### config.mk
export PLATFORM = sky130hd
export DESIGN_NAME = audio_pwm_out_flat
export DESIGN_NICKNAME = d
export VERILOG_FILES = /design/src/rtl/audio_pkg.sv /design/src/rtl/audio_pwm_out_if.sv /design/src/rtl/audio_pwm_out_gain_ramp.sv /design/src/rtl/audio_pwm_out.sv /design/src/flat_wrapper.sv
export SDC_FILE = /design/constraint.sdc
export NUM_CORES = 1
export LEC_CHECK = 0
export CORE_MARGIN = 2
export CORE_UTILIZATION = 55
export CTS_CLUSTER_DIAMETER = 60
export DETAILED_ROUTE_END_ITERATION = 10
export PLACE_DENSITY = 0.77
export SLEW_MARGIN = 40
export SYNTH_ARGS = -nofsm -noshare
export SYNTH_HDL_FRONTEND = slang
export SYNTH_SLANG_ARGS = --single-unit
export TNS_END_PERCENT = 50
### constraint.sdc
create_clock -name clk -period 5.7 [get_ports clk]
set_input_delay 1.14 -clock clk [delete_from_list [all_inputs] [get_ports clk]]
set_output_delay 1.14 -clock clk [all_outputs]
set_load 0.02 [all_outputs]
### src/rtl/audio_pkg.sv
// Shared audio constants, ramp state type, control payload and duty/gain helpers
// used by the sine generator and the PWM output stage.
package audio_pkg;

  localparam int unsigned SAMPLE_W = 8;
  localparam int unsigned PWM_BITS = 8;
  localparam int unsigned GAIN_W   = 5;
  localparam int unsigned PROD_W   = SAMPLE_W + 1 + GAIN_W;
  localparam int unsigned MIDSCALE = 128;
  localparam int unsigned GAIN_MAX = 16;

  typedef enum logic [1:0] {IDLE, RAMP_UP, RAMP_DOWN} ramp_state_t;

  typedef struct packed {
    logic [SAMPLE_W-1:0] sample;
    logic [GAIN_W-1:0]   volume;
    logic                mute;
  } audio_ctrl_t;

  // Mute overrides volume; volume saturates at GAIN_MAX.
  function automatic logic [GAIN_W-1:0] target_gain(input logic mute,
                                                    input logic [GAIN_W-1:0] volume);
    if (mute) return '0;
    return (volume > GAIN_W'(GAIN_MAX)) ? GAIN_W'(GAIN_MAX) : volume;
  endfunction

  // Scale the offset-binary sample about midscale by gain/16 (arithmetic shift floors).
  function automatic logic [PWM_BITS-1:0] scaled_duty(input logic [SAMPLE_W-1:0] sample,
                                                      input logic [GAIN_W-1:0]   gain);
    logic signed [PROD_W-1:0] offs;
    logic signed [PROD_W-1:0] prod;
    offs = $signed(PROD_W'(sample)) - $signed(PROD_W'(MIDSCALE));
    prod = offs * $signed(PROD_W'(gain));
    return PWM_BITS'(prod >>> 4) + PWM_BITS'(MIDSCALE);
  endfunction

endpackage

### src/rtl/audio_pwm_out_if.sv
// Control/status bundle between the song player and the PWM output stage.
interface audio_pwm_out_if;
  import audio_pkg::*;

  audio_ctrl_t       ctrl;
  logic              pwm;
  logic              period_start;
  logic              muted;
  logic [GAIN_W-1:0] gain;

  modport master (output ctrl, input pwm, period_start, muted, gain);
  modport slave  (input ctrl, output pwm, period_start, muted, gain);
endinterface

### src/rtl/audio_pwm_out_gain_ramp.sv
// Applied-gain register; with AUDIO_PWM_RAMP_EN it slews one step per RAMP_DIV
// PWM periods toward the target, otherwise it follows the target each period.
module gain_ramp
  import audio_pkg::*;
#(
  parameter int unsigned RAMP_DIV = 256
) (
  input  logic              clk,
  input  logic              rst,
  input  logic              boundary_i,
  input  logic [GAIN_W-1:0] tgt_i,
  output logic [GAIN_W-1:0] g_o,
  output logic [GAIN_W-1:0] g_next_c,
  output logic              muted_c
);

  if (RAMP_DIV < 1) begin : g_bad_ramp_div
    $error("gain_ramp: RAMP_DIV must be at least 1");
  end

  logic [GAIN_W-1:0] g_q, g_d;

`ifdef AUDIO_PWM_RAMP_EN
  localparam int unsigned PC_W = (RAMP_DIV > 1) ? $clog2(RAMP_DIV) : 1;
  localparam logic [PC_W-1:0] PC_LAST = PC_W'(RAMP_DIV - 1);

  ramp_state_t     state_q, state_d;
  logic [PC_W-1:0] pc_q, pc_d;

  always_ff @(posedge clk or negedge rst) begin
    if (!rst) begin
      state_q <= IDLE;
      pc_q    <= '0;
      g_q     <= '0;
    end else begin
      state_q <= state_d;
      pc_q    <= pc_d;
      g_q     <= g_d;
    end
  end

  // Direction follows the target each boundary, so a mid-ramp reversal keeps pc.
  always_comb begin
    state_d = state_q;
    if (boundary_i) begin
      if (g_d == tgt_i)     state_d = IDLE;
      else if (g_d < tgt_i) state_d = RAMP_UP;
      else                  state_d = RAMP_DOWN;
    end
  end

  // The boundary that leaves IDLE counts as the first period of the ramp.
  always_comb begin
    g_d  = g_q;
    pc_d = pc_q;
    if (boundary_i) begin
      if (g_q == tgt_i) begin
        pc_d = '0;
      end else if (pc_q == PC_LAST) begin
        pc_d = '0;
        g_d  = (g_q < tgt_i) ? GAIN_W'(g_q + 1'b1) : GAIN_W'(g_q - 1'b1);
      end else begin
        pc_d = PC_W'(pc_q + 1'b1);
      end
    end
  end

  assign muted_c = (g_q == '0) && (tgt_i == '0);
`else
  always_ff @(posedge clk or negedge rst) begin
    if (!rst) g_q <= '0;
    else      g_q <= g_d;
  end

  always_comb begin
    g_d = g_q;
    if (boundary_i) g_d = tgt_i;
  end

  assign muted_c = (g_q == '0);
`endif

  assign g_o      = g_q;
  assign g_next_c = g_d;

endmodule

### src/rtl/audio_pwm_out.sv
// Sample-to-PWM output stage with gain scaling about midscale.
// Optional gain slew enabled by defining AUDIO_PWM_RAMP_EN.
module audio_pwm_out
  import audio_pkg::*;
#(
  parameter int unsigned RAMP_DIV = 256
) (
  input  logic            clk,
  input  logic            rst,
  audio_pwm_out_if.slave  bus
);

  logic [PWM_BITS-1:0] cnt_q, cnt_d;
  logic [PWM_BITS-1:0] duty_q, duty_d;
  logic                pwm_q, pwm_d;
  logic                ps_q, ps_d;
  logic                started_q, started_d;
  logic                boundary_c;
  logic [GAIN_W-1:0]   tgt_c;
  logic [GAIN_W-1:0]   g_q;
  logic [GAIN_W-1:0]   g_next_c;
  logic                muted_c;

  assign boundary_c = &cnt_q;
  assign tgt_c      = target_gain(bus.ctrl.mute, bus.ctrl.volume);

  gain_ramp #(.RAMP_DIV(RAMP_DIV)) u_gain_ramp (
    .clk        (clk),
    .rst        (rst),
    .boundary_i (boundary_c),
    .tgt_i      (tgt_c),
    .g_o        (g_q),
    .g_next_c   (g_next_c),
    .muted_c    (muted_c)
  );

  // period_start is held off until the first wrap after reset.
  always_comb begin
    cnt_d     = PWM_BITS'(cnt_q + 1'b1);
    duty_d    = duty_q;
    started_d = started_q;
    if (boundary_c) begin
      duty_d    = scaled_duty(bus.ctrl.sample, g_next_c);
      started_d = 1'b1;
    end
    pwm_d = (cnt_q < duty_q);
    ps_d  = (cnt_q == '0) && started_q;
  end

  always_ff @(posedge clk or negedge rst) begin
    if (!rst) begin
      cnt_q     <= '0;
      duty_q    <= PWM_BITS'(MIDSCALE);
      pwm_q     <= 1'b0;
      ps_q      <= 1'b0;
      started_q <= 1'b0;
    end else begin
      cnt_q     <= cnt_d;
      duty_q    <= duty_d;
      pwm_q     <= pwm_d;
      ps_q      <= ps_d;
      started_q <= started_d;
    end
  end

  assign bus.pwm          = pwm_q;
  assign bus.period_start = ps_q;
  assign bus.gain         = g_q;
  assign bus.muted        = muted_c;

endmodule

### src/flat_wrapper.sv
// flat-port wrapper written by rule: the top's interface ports become plain ports
module audio_pwm_out_flat import audio_pkg::*;
#(
  parameter int unsigned RAMP_DIV = 256
)
  (clk, rst, bus_ctrl, bus_pwm, bus_period_start, bus_muted, bus_gain);
  audio_pwm_out_if bus_i ();
  input  logic clk;
  input  logic rst;
  input wire logic [$bits(bus_i.ctrl)-1:0] bus_ctrl;
  output wire logic [$bits(bus_i.pwm)-1:0] bus_pwm;
  output wire logic [$bits(bus_i.period_start)-1:0] bus_period_start;
  output wire logic [$bits(bus_i.muted)-1:0] bus_muted;
  output wire logic [$bits(bus_i.gain)-1:0] bus_gain;
  assign bus_i.ctrl = bus_ctrl;
  assign bus_pwm = bus_i.pwm;
  assign bus_period_start = bus_i.period_start;
  assign bus_muted = bus_i.muted;
  assign bus_gain = bus_i.gain;
  audio_pwm_out #(.RAMP_DIV(RAMP_DIV)) u_core (.clk(clk), .rst(rst), .bus(bus_i));
endmodule
==> results of run 1 <==
[final cells by class]
cell class	count	share of cell area [%]
sequential	24	21.6
tap	52	2.34
clock buffer	3	1.48
clock inverter	1	1.08
inverter	46	6.20
multi-input combinational	187	58.4
timing repair buffer	26	8.90
[layer usage]
layer	routed length, um	global-route usage, %	vias up
li1	-	-	886
met3	150	2.02	6
met1	2130	29.0	905
met2	2160	34.6	40
met5	0	0	-
met4	66	5.98	0
[layout by cell type (no fill, tap or decap), types with 7 or more instances in the layout]
master                            instances
sky130_fd_sc_hd__inv_1                   46
sky130_fd_sc_hd__ha_1                    26
sky130_fd_sc_hd__nor2b_1                 25
sky130_fd_sc_hd__dfrtp_1                 23
sky130_fd_sc_hd__fa_1                    22
sky130_fd_sc_hd__clkdlybuf4s50_1         22
sky130_fd_sc_hd__nand2_1                 21
sky130_fd_sc_hd__nor2_1                  13
sky130_fd_sc_hd__xnor2_1                 13
sky130_fd_sc_hd__o21ai_0                  7
[how the worst min path moves through the flow]
stage	start	to	slack, ps	cells after the start
floorplan	u_core.started_q	u_core.started_q	430	1
global placement	u_core.started_q	u_core.started_q	460	1
detailed placement	u_core.started_q	u_core.started_q	450	1
CTS	u_core.duty_q[7]	u_core.duty_q[7]	470	2
global route	u_core.duty_q[7]	u_core.duty_q[7]	500	2
finish	u_core.started_q	u_core.started_q	470	1
[state kept, by name, indices dropped and copies added, names as in the netlist]
signal	cells
u_core.cnt_q	8
u_core.duty_q	8
u_core.u_gain_ramp.g_o	5
u_core.bus.period_start	1
u_core.bus.pwm	1
u_core.started_q	1
[cells by family (layout without fill, tap and decap cells)]
family | Yosys count | in the layout | share of synthesized area, %
XOR/XNOR | 18 | 18 | 6.55
buffers and inverters | 48 | 76 | 7.53
AO/OA/AOI/OAI | 32 | 32 | 8.57
flip-flops | 24 | 24 | 25.0
AND/OR/NAND/NOR | 89 | 89 | 20.6
adder cells (fa/ha/maj) | 48 | 48 | 31.8
[cells in the mapped netlist, types with 2 or more instances]
master / n
sky130_fd_sc_hd__and3_1: 5
sky130_fd_sc_hd__nand3_1: 5
sky130_fd_sc_hd__a21o_1: 2
sky130_fd_sc_hd__a21oi_1: 5
sky130_fd_sc_hd__nor2_1: 13
sky130_fd_sc_hd__a21oi_2: 4
sky130_fd_sc_hd__xor2_1: 5
sky130_fd_sc_hd__xnor2_1: 13
sky130_fd_sc_hd__and2_1: 4
sky130_fd_sc_hd__nand2_1: 21
sky130_fd_sc_hd__o41ai_1: 2
sky130_fd_sc_hd__dfrtp_1: 23
sky130_fd_sc_hd__inv_1: 46
sky130_fd_sc_hd__o21bai_1: 2
sky130_fd_sc_hd__nor3_1: 2
sky130_fd_sc_hd__fa_1: 22
sky130_fd_sc_hd__o21ai_0: 7
sky130_fd_sc_hd__ha_1: 26
sky130_fd_sc_hd__nor2b_1: 25
sky130_fd_sc_hd__nand4_1: 2
sky130_fd_sc_hd__o21ai_1: 5
[worst max-delay path, cell delays in order]
cell,delay [ps]
sky130_fd_sc_hd__clkdlybuf4s50_1,520
sky130_fd_sc_hd__nor2_1,90
sky130_fd_sc_hd__and3_1,190
sky130_fd_sc_hd__a21oi_2,320
sky130_fd_sc_hd__nor2b_1,130
sky130_fd_sc_hd__fa_1,490
sky130_fd_sc_hd__ha_1,310
sky130_fd_sc_hd__ha_1,290
sky130_fd_sc_hd__nand4b_1,150
sky130_fd_sc_hd__a211oi_1,90
sky130_fd_sc_hd__or2_2,290
sky130_fd_sc_hd__fa_1,400
sky130_fd_sc_hd__a21o_1,210
sky130_fd_sc_hd__a221oi_1,410
sky130_fd_sc_hd__o21bai_1,100
sky130_fd_sc_hd__a21oi_1,180
sky130_fd_sc_hd__xnor2_1,140
sky130_fd_sc_hd__o21ai_1,70
[per-stage QoR]
stage	power, mW	hold slack (ps)
after floorplan	0.219	425
after global placement	0.245	456
after detailed placement	0.246	453
after CTS	0.396	474
after global routing	0.410	496
final	0.392	474
[power groups by stage]
| stage | Clock, mW | Sequential, mW | Combinational, mW |
|---|---|---|---|
| after floorplan | 0 | 0.175 | 0.0443 |
| after global routing | 0.158 | 0.171 | 0.0813 |
| final | 0.150 | 0.171 | 0.0715 |
| after detailed placement | 0 | 0.174 | 0.0716 |
| after global placement | 0 | 0.174 | 0.0709 |
| after CTS | 0.153 | 0.171 | 0.0724 |
==> metrics.sh, run 1 <==
FINAL_CELL_COUNT_NO_FILL=339
REMAINING_MAX_SLEW_BUDGET_AT_THE_TIGHTEST_PIN_PCT=64.9
CLOCK_PATH_BUFFERS=2
SYNTH.LIB_CELLS_USED.DISTINCT=41
P_INT_mW=0.298
SYNTH.AVG_CELL_AREA_SQ_UM=9.30
CTS-HTREE-LEVELS=1
SYNTH_SEQ_AREA_SHARE_PCT=25.0
POST_CTS.RESIZED_INSTANCES=0
CRITICAL_PATH.MAX_FANOUT=8
SETUP_TOTAL_NEGATIVE_SLACK_PS=0
SETUP_VIOL=0
OUTCOME='complete, no violations'
GRT_REMAINING_OVERFLOW=0
NFILLCELLS=363
POWER_FRAC_COMB_PCT=18.2
P_LEAK_nW=1.42
PLACEMENT.IO_BUFFERS=23
PROPORTION_OF_REGISTER_BITS_WITH_ASYNCHRONOUS_SET_OR_RESET_AFTER_SYNTHESIS_PCT=100
FIRSTDRTPASSITERS=4
SEQ_POWER_SHARE_PCT=43.6
PLACEMENTROWS=24
CP-END-KIND='register'
GRT_MAX_DEGREE=25
GR-USAGE-ALL-LAYERS_PCT=20.8
RR_ENDPOINT='u_core.duty_q[7]'
ARRIVAL_PS=5530
WORST_HOLD_PATH_TYPE='register to register'
BUFFERS_INSERTED_DURING_POST_CTS_SETUP_OPTIMIZATION=0
WORST_PIN_SLEW_PS=527
FLOORPLAN.INITIALDENSITY_PCT=56.1
TOP_LEVEL_PORTS=24
FIN_NETS=352
DOMINANTREGCELLSYNTH='sky130_fd_sc_hd__dfrtp_1'
SYN2LAYOUT_AREA_GROWTH_PCT=15.6
WIRELENGTH_UM=4500
CRITPATHCAPTURE='u_core.duty_q[7]'
NETLIST_TOP_CELLS_AREA='sky130_fd_sc_hd__dfrtp_1, sky130_fd_sc_hd__fa_1, sky130_fd_sc_hd__ha_1, sky130_fd_sc_hd__inv_1, sky130_fd_sc_hd__nor2b_1'
MULTI_INPUT_AREA_SQ_MM=0.00163
CLK_ROOT_BUFFER_CELL='sky130_fd_sc_hd__clkbuf_8'
GRT_PASS1_VIAS=1844
POSTCTSHOLDBUFS=0
GRT_SETUP_UNREPAIRED='no'
LAYOUT_MIN_CYCLE_TIME_PS=5330
SYNTH_EDF_COUNT=0
YOSYSTOPAREACELL='sky130_fd_sc_hd__dfrtp_1'
PEAKVDDDROP_mV=0.0767
FINAL.PERIOD_UTILIZATION_PCT=93.4
ANTENNA_VIOLATING_NETS_POST_ROUTE=0
PATH_CLASS='input pin to register'
REG2REG_FROM='u_core.cnt_q[1]'
SYNTHESIS.NETS=323
DRT-WIRELENGTH-PER-CELL_UM=13.3
YOSYS_WARNINGS=0
TIMING.FINAL.MAX_SLEW_VIOLATIONS=0
FLOORPLAN.CORE_AREA_SQ_MM=0.00429
POWER_DENSITY_mW_PER_MM2=141
SW_FRAC_OF_TOTAL_PCT=23.9
DIE_Y_UM=70.2
TRITONCTS='built'
NET-SWITCHING-POWER_mW=0.0935
DR_TOTAL_VIAS=1837
POST_ROUTE_CELLS_DRIVE_ABOVE_1_SHARE_PCT=5.92
GRT_FIRST_PASS_WIRELENGTH_UM=8360
TIMING.CLOCK.SKEW_PS=5.05
CLOCK.FMAX_GHz=0.188
NUMCTSBUFFERS=3
SYNTH_AREA_SQ_MM=0.00241
CLOCK_NETWORK_FRACTION_OF_TOTAL_POWER_PCT=38.2
DRT-VIAS-PER-INSTANCE=5.42
DIE_WIDTH_UM=70.2
CLOCK_SINKS=24
SETUP.WORST_PATH.START_CLASS='input pin'
POST-PLACE-CELLS=335
LAYOUT.CELL_AREA.NON_FILLER_SQ_MM=0.00278
FF_LATCH_AREA_SQ_UM=602
DPL_WORST_SLACK_PS=132
CTS.CLK_SLEW.WORST_PATHS_PS=90
SYNTH.FF_LATCH_COUNT=24
REPORT.FINAL.HOLD_VIOL_COUNT=0
DIE_AREA_SQ_MM=0.00492
CLK_LATENCY_PS=260
DETAILED_PLACE_HPWL_UM=3650
NUMBER_OF_CELL_INSTANCES_ON_THE_WORST_REGISTER_TO_REGISTER_PATH=18
DPL-INSTANCE-AREA_SQ_MM=0.00271
DRT_FIRST_ITER_VIOLATIONS=82
SHARE_OF_THE_CORE_FILLED_WITH_CELLS_PCT=64.8
FINAL.SETUP.WORST_SLACK_PS=374
GRT_ANTENNA_BEFORE_REPAIR=0
CP_DATA_REQUIRED_TIME_PS=5900
DRV.MAX_CAP_VIOLATION_COUNT=0
WORSTSETUPSTARTPOINT='bus_ctrl[0]'
DRC=0
SYN-INSTANCE-COUNT=259
SYNTHDOMINANTCELLAREASHARE_PCT=23.9
ANTENNADIODECOUNT=0
GPL.FINAL_WEIGHTED_CONGESTION=0.819
TIMING.REG2REG.SETUP_SLACK_PS=770
Power figures use the tool's default switching activity.
==> run 2: changes to the inputs <==
--- a/config.mk
+++ b/config.mk
@@ -8,6 +8,7 @@
 export CORE_MARGIN = 2
 export CORE_UTILIZATION = 55
 export CTS_CLUSTER_DIAMETER = 60
+export CTS_CLUSTER_SIZE = 16
 export DETAILED_ROUTE_END_ITERATION = 10
 export PLACE_DENSITY = 0.77
 export SLEW_MARGIN = 40
==> constraint.sdc (replaced) <==
create_clock -name clk -period 5.1 [get_ports clk]
set_input_delay 1.02 -clock clk [delete_from_list [all_inputs] [get_ports clk]]
set_output_delay 1.02 -clock clk [all_outputs]
set_load 0.02 [all_outputs]
==> metrics.sh, run 2 (synthesis results as in run 1) <==
TIMING.REG2REG.SETUP_SLACK_PS=390  # -380 ps
HOLDPATHEND='u_core.duty_q[7]'
TRITONCTS='built'
ARRIVAL_PS=5060  # -470 ps
WORST_PIN_SLEW_PS=529  # +2.28 ps
FLOORPLAN.INITIALDENSITY_PCT=56.1  # unchanged
MOSTFREQUENTLAYOUTCELL='sky130_fd_sc_hd__inv_1'
RR_ENDPOINT='u_core.duty_q[7]'
DIE_WIDTH_UM=70.2  # unchanged
TIMING.HOLD.WORST_PATH_DEPTH=2  # +1
NUMBER_OF_CELL_INSTANCES_ON_THE_WORST_REGISTER_TO_REGISTER_PATH=19  # +1
TOP_LEVEL_PORTS=24  # unchanged
CLK_ROOT_BUFFER_CELL='sky130_fd_sc_hd__clkbuf_8'
CTS-HTREE-LEVELS=1  # unchanged
DRV.MAX_CAP_VIOLATION_COUNT=0  # unchanged
HOLD_PATH.STARTPOINT='u_core.duty_q[7]'
DIE_AREA_SQ_MM=0.00492  # unchanged
NUMCTSBUFFERS=3  # unchanged
P_LEAK_nW=1.51  # +6.2%
GRT_MAX_DEGREE=25  # unchanged
GPL.FINAL_WEIGHTED_CONGESTION=0.834  # +1.8%
DRT-WIRELENGTH-PER-CELL_UM=13.1  # -1.6%
GRT_PASS1_VIAS=1805  # -2.1%
WIRELENGTH_UM=4660  # +3.4%
CP-END-KIND='register'
HOLD-WORST-SLACK_PS=484  # +10.7 ps
GR-USAGE-ALL-LAYERS_PCT=20.3  # -0.51 points
DIE_Y_UM=70.2  # unchanged
DPL_WORST_SLACK_PS=-192  # -325 ps
OUTCOME='complete, no violations'
PEAKVDDDROP_mV=0.105  # +37%
LAYOUT_MIN_CYCLE_TIME_PS=4860
GRT_FIRST_PASS_WIRELENGTH_UM=8020  # -4.1%
DRT-VIAS-PER-INSTANCE=5.10  # -5.9%
ANTENNADIODECOUNT=0  # unchanged
FLOORPLAN.CORE_AREA_SQ_MM=0.00429  # unchanged
CRITICAL_PATH.MAX_FANOUT=7  # -1
SETUP.WORST_PATH.START_CLASS='input pin'
GRT_REMAINING_OVERFLOW=0  # unchanged
POST-PLACE-CELLS=351  # +4.8%
DRT_FIRST_ITER_VIOLATIONS=98  # +20%
SETUP_VIOL=0  # unchanged
DETAILED_PLACE_HPWL_UM=3740  # +2.3%
CLK_LATENCY_PS=270  # about the same
POSTCTSHOLDBUFS=0  # unchanged
WORST_HOLD_PATH_TYPE='register to register'
FIRSTDRTPASSITERS=4  # unchanged
CLOCK_SINKS=24  # unchanged
POST_ROUTE_CELLS_DRIVE_ABOVE_1_SHARE_PCT=12.2  # +6.2 points
REG2REG_FROM='u_core.cnt_q[1]'
FINAL.PERIOD_UTILIZATION_PCT=95.2
FIN_NETS=369  # +4.8%
ANTENNA_VIOLATING_NETS_POST_ROUTE=0  # unchanged
CLOCK.FMAX_GHz=0.206
FINAL.SETUP.WORST_SLACK_PS=244  # -130 ps
CP_DATA_REQUIRED_TIME_PS=5300  # -600 ps
REMAINING_MAX_SLEW_BUDGET_AT_THE_TIGHTEST_PIN_PCT=64.7  # -0.15 points
CLOCK_PATH_BUFFERS=2  # unchanged
REPORT.FINAL.HOLD_VIOL_COUNT=0  # unchanged
TIMING.CLOCK.SKEW_PS=4.04  # -1.00 ps
PLACEMENT.IO_BUFFERS=23  # unchanged
TIMING.FINAL.MAX_SLEW_VIOLATIONS=0  # unchanged
DRC=0  # unchanged
GRT_ANTENNA_BEFORE_REPAIR=0  # unchanged
CTS.CLK_SLEW.WORST_PATHS_PS=90  # about the same
POWER_DENSITY_mW_PER_MM2=152  # +8.3%
FINAL_CELL_MIX='sky130_fd_sc_hd__inv_1, sky130_fd_sc_hd__ha_1, sky130_fd_sc_hd__nor2b_1'
FINAL_CELL_COUNT_NO_FILL=356  # +5.0%
PLACEMENTROWS=24  # unchanged
SYN2LAYOUT_AREA_GROWTH_PCT=22.0
PATH_CLASS='input pin to register'
POST-LAYOUT-TOTAL-POWER_mW=0.448  # +14%
DR_TOTAL_VIAS=1816  # -1.1%
-- run 2: cell types whose count changed in the layout (fill, tap and decap cells not counted), sizes merged --
cell and delta:
buf +17
-- run 2: cell type report --
cell class	instances	area, sq um
repair buffers	43	375
well taps	52	65.1
fillers	338	1360
clock inverters	1	30.0
multi-input cells	187	1650
flip-flops and latches	24	602
inverters	46	173
clock buffers	3	41.3
-- run 2: worst max path at each step --
stage	startpoint	endpoint	slack (ps)	cells past startpoint
6_report	bus_ctrl[5]	u_core.duty_q[7]	240	18
5_1_grt	bus_ctrl[5]	u_core.duty_q[6]	-6	18
4_1_cts	bus_ctrl[5]	u_core.duty_q[7]	70	18
3_5_place_dp	bus_ctrl[5]	u_core.duty_q[7]	-190	18
3_3_place_gp	bus_ctrl[0]	u_core.duty_q[7]	-160	18
2_1_floorplan	bus_ctrl[5]	u_core.duty_q[7]	480	15
-- run 2: report_power, final --
group | leakage, nW | internal [mW] | switching (mW)
Clock | 0.0357 | 0.105 | 0.0622
Sequential | 0.269 | 0.191 | 0.000428
Combinational | 1.21 | 0.0464 | 0.0433
-- run 2: metal layers --
metal	share of wire (%)	routed length, um	global-route usage (%)	vias up
met5	0	0	0	-
met4	1.1	50	5.13	0
met3	2.3	109	1.88	6
met2	47	2210	32.9	31
met1	49	2290	29.4	854
li1	-	-	-	925
-- run 2: critical path, stage by stage --
cell                              delay [ps]
sky130_fd_sc_hd__clkdlybuf4s50_1         500
sky130_fd_sc_hd__nor2_2                   70
sky130_fd_sc_hd__and3_1                  210
sky130_fd_sc_hd__a21oi_4                 220
sky130_fd_sc_hd__nor2b_1                 100
sky130_fd_sc_hd__fa_1                    480
sky130_fd_sc_hd__ha_1                    300
sky130_fd_sc_hd__ha_1                    280
sky130_fd_sc_hd__nand4b_1                150
sky130_fd_sc_hd__a211oi_1                 80
sky130_fd_sc_hd__or2_2                   290
sky130_fd_sc_hd__fa_1                    390
sky130_fd_sc_hd__a21o_1                  210
sky130_fd_sc_hd__a221oi_2                280
sky130_fd_sc_hd__o21bai_1                100
sky130_fd_sc_hd__a21oi_1                 180
sky130_fd_sc_hd__xnor2_1                  90
sky130_fd_sc_hd__o21ai_1                 120
-- run 2: what timing repair did --
| item | in CTS | in global routing |
|---|---|---|
| endpoints found under the hold margin | 0 | 0 |
| setup endpoints to repair | 0 | 3 |
| buffers inserted | 0 | 1 |
| gates resized for setup | 0 | 5 |
-- run 2: through the flow --
step / TNS [ps] / utilization (%) / area [sq um]
after CTS: 0 / 67.6 / 2900
after global routing: -6.28 / 68.4 / 2940
final: 0 / 68.4 / 2940
after global placement: -364 / 66.1 / 2840
after floorplan: 0 / - / 2410
after detailed placement: -384 / 66.0 / 2830
